[src/rtl/uart_rx.sv]
// uart_rx: 8N1 serial receiver, valid/ready byte output.
// Define UART_RX_PARITY_EN for 8E1 with a parity_err pulse.
module uart_rx #(
  parameter int CLKS_PER_BIT = 868,
  parameter int DATA_BITS    = 8
) (
  input  logic                 clk,
  input  logic                 rst,
  input  logic                 rx,
  output logic [DATA_BITS-1:0] rx_data,
  output logic                 rx_valid,
  input  logic                 rx_ready,
  output logic                 framing_err,
  output logic                 overrun_err,
`ifdef UART_RX_PARITY_EN
  output logic                 parity_err,
`endif
  output logic                 busy
);

  localparam int CW = $clog2(CLKS_PER_BIT);
  localparam int BW = $clog2(DATA_BITS + 1);
  localparam logic [CW-1:0] HALF_M1 = CW'(CLKS_PER_BIT / 2 - 1);
  localparam logic [CW-1:0] FULL_M1 = CW'(CLKS_PER_BIT - 1);
  localparam logic [BW-1:0] LAST    = BW'(DATA_BITS - 1);

  typedef enum logic [2:0] {
    IDLE,
    START,
    DATA,
`ifdef UART_RX_PARITY_EN
    PARITY,
`endif
    STOP
  } state_t;

  state_t                 state;
  logic                   s1;
  logic                   rx_s;
  logic                   armed;
  logic [CW-1:0]          cnt;
  logic [BW-1:0]          bit_idx;
  logic [DATA_BITS-1:0]   shift;
  logic                   par_bit;

  // two-flop synchronizer, resets to line-idle
  always_ff @(posedge clk) begin
    if (!rst) begin
      s1   <= 1'b1;
      rx_s <= 1'b1;
    end else begin
      s1   <= rx;
      rx_s <= s1;
    end
  end

  // frame FSM, output registers and handshake
  always_ff @(posedge clk) begin
    if (!rst) begin
      state       <= IDLE;
      cnt         <= '0;
      bit_idx     <= '0;
      shift       <= '0;
      par_bit     <= 1'b0;
      armed       <= 1'b1;
      rx_data     <= '0;
      rx_valid    <= 1'b0;
      framing_err <= 1'b0;
      overrun_err <= 1'b0;
`ifdef UART_RX_PARITY_EN
      parity_err  <= 1'b0;
`endif
      busy        <= 1'b0;
    end else begin
      framing_err <= 1'b0;
      overrun_err <= 1'b0;
`ifdef UART_RX_PARITY_EN
      parity_err  <= 1'b0;
`endif
      if (rx_s)
        armed <= 1'b1;
      if (rx_valid && rx_ready)
        rx_valid <= 1'b0;
      unique case (state)
        IDLE: begin
          busy <= 1'b0;
          cnt  <= '0;
          if (!rx_s && armed) begin
            state <= START;
            busy  <= 1'b1;
          end
        end
        START: begin
          if (cnt == HALF_M1) begin
            cnt     <= '0;
            bit_idx <= '0;
            if (!rx_s) begin
              state <= DATA;
            end else begin
              state <= IDLE;
              busy  <= 1'b0;
            end
          end else begin
            cnt <= cnt + 1'b1;
          end
        end
        DATA: begin
          if (cnt == FULL_M1) begin
            cnt     <= '0;
            shift   <= {rx_s, shift[DATA_BITS-1:1]};
            bit_idx <= bit_idx + 1'b1;
            if (bit_idx == LAST)
`ifdef UART_RX_PARITY_EN
              state <= PARITY;
`else
              state <= STOP;
`endif
          end else begin
            cnt <= cnt + 1'b1;
          end
        end
`ifdef UART_RX_PARITY_EN
        PARITY: begin
          if (cnt == FULL_M1) begin
            cnt     <= '0;
            par_bit <= rx_s;
            state   <= STOP;
          end else begin
            cnt <= cnt + 1'b1;
          end
        end
`endif
        STOP: begin
          if (cnt == FULL_M1) begin
            cnt   <= '0;
            state <= IDLE;
            busy  <= 1'b0;
`ifdef UART_RX_PARITY_EN
            parity_err <= ^{shift, par_bit};
`endif
            if (rx_s) begin
              rx_data     <= shift;
              rx_valid    <= 1'b1;
              overrun_err <= rx_valid && !rx_ready;
            end else begin
              framing_err <= 1'b1;
              armed       <= 1'b0;
            end
          end else begin
            cnt <= cnt + 1'b1;
          end
        end
        default: begin
          state <= IDLE;
          busy  <= 1'b0;
        end
      endcase
    end
  end

  wire unused_ok = ^{par_bit, bit_idx};

endmodule

[config.mk]
export PLATFORM = sky130hd
export DESIGN_NAME = uart_rx
export DESIGN_NICKNAME = d
export VERILOG_FILES = /design/src/rtl/uart_rx.sv
export SDC_FILE = /design/constraint.sdc
export NUM_CORES = 1
export LEC_CHECK = 0
export ABC_CLOCK_PERIOD_IN_PS = 2600
export CORE_ASPECT_RATIO = 0.7
export CORE_MARGIN = 8
export CORE_UTILIZATION = 50
export CTS_CLUSTER_SIZE = 8
export DETAILED_ROUTE_END_ITERATION = 7
export PLACE_DENSITY = 0.75
export RECOVER_POWER = 50
export SETUP_SLACK_MARGIN = 0.1
export SLEW_MARGIN = 25
export SYNTH_ARGS = -nofsm -noshare
export SYNTH_HDL_FRONTEND = slang
export SYNTH_SLANG_ARGS = --single-unit
[constraint.sdc]
create_clock -name clk -period 2.6 [get_ports clk]
set_input_delay 0.39 -clock clk [delete_from_list [all_inputs] [get_ports clk]]
set_output_delay 0.39 -clock clk [all_outputs]
set_load 0.01 [all_outputs]
Word level (Yosys, flattened, before mapping). Index checks and enable logic that the tools add are counted.

Flip-flop bits (word level): 40. Latch bits: 0. Bits in writable memories: 0. Bits in read-only memories: 0. Memories: 0.

Add/subtract/negate cells: 2. Multiply operators: 0. Divide/modulo/power cells: 0. $lt $le $gt $ge: 0. Equality and inequality tests: 12. Shifts and indexed selects: 0. Multiplexer cells: 27. Bitwise gates (word level): 1. Reductions and logical operators: 16.

Operators by type and width (count): $pmux W10 S3 (1); $mux W10 (2); $mux W3 (5); $mux W1 (13); $ne A2 B2 Y1 const B (6); $pmux W3 S4 (1); $add A10 B1 Y10 const B (1); $eq A10 B10 Y1 const B (1); $eq A10 B9 Y1 const B (1); $reduce_and A3 Y1 (3); $mux W4 (2); $pmux W4 S2 (1); $reduce_and A4 Y1 (2); $eq A3 B2 Y1 const B (2); $reduce_and A5 Y1 (1); $add A4 B1 Y4 const B (1); $eq A4 B3 Y1 const B (1); $pmux W1 S4 (1); $eq A3 B1 Y1 const B (1); $logic_and A1 B1 Y1 (3); $logic_not A3 Y1 (1); $reduce_bool A3 Y1 (1); $logic_not A1 Y1 (2); $mux W2 (1); 4 further kinds (4).

Logic depth before layout (Yosys ltp).
Word-level depth: 5. Depth in mapped cells: 6. Gate-level depth less buffers: 6.

Least setup slack after synthesis. OpenSTA, ideal clock, no wires.

Path type: reg-to-reg. Start: register cnt[0]. End: register bit_idx[2]. Setup time: 130 ps. Data arrival time: 1685 ps. Required time: 2470 ps. Slack: 785 ps. Cell stages (with the launch flop): 7. Path through: dfxtp_1 ha_1 nand2b_1 or4_4 clkbuf_1 o21ai_0 a21oi_1.

Word-level cells in the longest chain between the ends: 3. Elaborated cells on any way between the ends: 5. Those cells by class: eq/ne (4); reduce/logical (1).

Ends and longest elaborated chain: start, declared (RTL line 41) `logic [CW-1:0] cnt;`; start signal, assigned (RTL line 104) `cnt <= cnt + 1'b1;`; start signal, assigned (RTL line 119) `cnt <= cnt + 1'b1;`; start signal, assigned (RTL line 150) `cnt <= cnt + 1'b1;`; $eq A10 B10 Y1 / $eq A10 B9 Y1 (equally long branches) (RTL line 108, 94); $ne A2 B2 Y1 (no source line); $reduce_and A3 Y1 (no source line) (*); end signal, assigned (RTL line 111) `bit_idx <= bit_idx + 1'b1;`; end, declared (RTL line 42) `logic [BW-1:0] bit_idx;`.

Every way passes the cells marked *; elsewhere a longest branch is shown, timed or not. A chain may end at the register's enable or synchronous reset.

Worst setup path in the final report.
Start: register cnt[0]. End: register rx_data[0].

Word-level cells in the longest chain between the ends: 2.

Ends and longest elaborated chain: $eq A10 B10 Y1 (RTL line 134) `if (cnt == FULL_M1) begin`; $reduce_and A3 Y1 (no source line); end signal, assigned (RTL line 142) `rx_data <= shift;`; end, declared (RTL line 10) `output logic [DATA_BITS-1:0] rx_data,`.

No other way between the ends.

==> metrics.cfg <==
[grt]
antenna_found_initial=0
grt_pass1_vias=1228
top_usage_layer=met2
gr-usage-met3=0.0434
grt_pass1_wl_um=5580
grt_max_degree=16
use_met2=0.199
grt_overflow_total=0
track_usage=0.126
met1_usage=0.158

[synth]
yosysWarnings=0
synthFlopType=dfxtp_1
syn_avg_cell_area_um2=9.22
synth_edf_count=0
syn_inst=180
synth_seq_area_share=0.471
ys_types=40
async_flop_share=0
syn_nets=187
mappedNetlistArea_um2=1660
synth-seq-cells=39

[final_layout]
nFillCells=262
num-nets-final=203
final_area_um2=1920
synthToLayoutAreaGrowth_pct=15.8
fin_cells=235
ff_latch_area_um2=781
drive_above_1_share=0.0711
multi_input_area_um2=828
antennaDiodeCount=0

[clock_tree]
cts_setup_buffers=0
cts-htree-levels=2
root_buffer=clkbuf_8
clk_pin_slew_ns=0.08
cts_resized=0
cts_tree=yes
cts_max_path_buffers=2
cts_buffers=5
cts_sinks=39
postCtsHoldBufs=0
clock_latency_ns=0.29

[worst_setup_path]
critPathKind=reg2reg
end_kind=flop
cpMaxStageDelayCell=clkbuf_1
worstPathCellList=ha_1 > nand2b_1 > nor4_2 > clkbuf_1 > mux2i_1 > nor2b_1
cp.required_ns=2.77
max_stage_delay_ns=0.53
crit_buf_inv=1
path_delay_family=simple AND/OR/NAND/NOR gates
cp-start-kind=flop
cp.arrival_ns=2.28
worstPathMaxFanout=10

[die]
io_pins=16
fp-row-count=17
die_w_um=84.9
core-area_um2=3170
die-area_um2=5450
die_h_um=64.2
start_util=0.523

[drt]
drt_wl_total_um=3180
drtIter0Drc=65
remaining_drc_errors=0
vias_per_cell=5.40
vias=1270
ant_nets=0
drt-pass1-iter-count=4
wl_per_cell_um=13.5

[power_and_ir_drop]
p_int_mw=0.800
peakVddDrop_mv=0.392
swShare=0.225
clockPowerShare=0.389
finalPower_mw=1.03
p_per_area_nw_per_um2=537
p_leak_nw=0.670
pwr-share-comb=0.027
switchingPower_mw=0.233
power_frac_seq=0.585

[timing]
period_minus_slack_ns=2.11
slew_headroom=0.377
skew_ns=0.00709
worstMarginPinSlew_ns=0.926
fin_hold_ws_ns=0.415
finalSetupViolCount=0
rsz0062_at_grt=false
finalSetupTns_ns=0
hold_viol=0
fmaxAchievable_mhz=474
drv_slew=0
timing.final.crit_share=0.811

[outcome]
status=completed

[placed_design]
gp_congestion=0.796
numPortBuffers=15
dp_cells=227
placed_area_um2=1850
dpl.hpwl_um=2310

[job]
maxCapViolCount=0

[worst_hold_path]
min_path_type=reg2reg

-- synth_stat cells, types with 5 or more instances --
library cell / number / share of area
a21boi_0: 9 / 0.041
nand2_1: 21 / 0.048
clkbuf_1: 6 / 0.014
nor2b_1: 9 / 0.034
nand2b_1: 6 / 0.023
nand3_1: 6 / 0.018
mux2i_1: 8 / 0.048
nor2_1: 17 / 0.038
dfxtp_1: 39 / 0.47
xor2_1: 5 / 0.026
-- metal layers --
metal  share of wire  vias up  wire, µm
li1                -      650         -
met1            0.49      592      1550
met2            0.46       24      1480
met3           0.042        4       134
met4          0.0069        0        22
met5               0        -         0
-- metrics by stage --
stage	util	setup WS (ns)
finish	0.606	0.490
global route	0.606	0.322
CTS	0.610	0.504
detailed placement	0.582	0.509
global placement	0.582	0.645
floorplan	-	0.785
-- final cells by class --
cell class                      count  share of cell area
Clock buffer                        5              0.0358
Clock inverter                      3              0.0104
Inverter                            4             0.00781
Multi-Input combinational cell    129               0.431
Sequential cell                    39               0.406
Tap cell                           38              0.0247
Timing Repair Buffer               17              0.0840
-- state kept, by name (all words and copies together) (netlist names), 2 cells and up --
signal and flops:
rx_data 8, state 2, cnt 10, shift 8, bit_idx 4
-- final timing paths --
check                                   to  cells after the start  startpoint  slack, ns
worst min-delay path                  rx_s                      1          s1       0.41
worst max-delay path            rx_data[0]                      6      cnt[0]       0.49
worst min register to register        rx_s                      1          s1       0.41
worst max register to register  rx_data[0]                      6      cnt[0]       0.49
-- kinds of logic after synthesis --
kind of cell	count (synthesis)	share of synthesized area
and+or+nand+nor	80	0.259
DFF	39	0.471
AOI/OAI and AO/OA	29	0.124
buffers and inverters	12	0.0287
xor gates and xnor gates	9	0.0475
muxes	8	0.0483
adders and majority gates	3	0.0226
-- cells in the final DEF (no fill, tap or decap), types with 6 or more instances in the layout --
cell type,count
mux2i_1,8
nand2_1,21
dlygate4sd3_1,13
nand3_1,6
nor2b_1,9
a21boi_0,9
nor2_1,17
dfxtp_1,39
nand2b_1,6
-- power groups by stage --
stage	Clock [mW]	Combinational, mW	Sequential, mW
detailed placement	0	0.0278	0.618
global route	0.437	0.0307	0.605
finish	0.401	0.0274	0.604
floorplan	0	0.0197	0.616
global placement	0	0.0275	0.618
CTS	0.412	0.0280	0.604
Power figures use the tool's default switching activity.
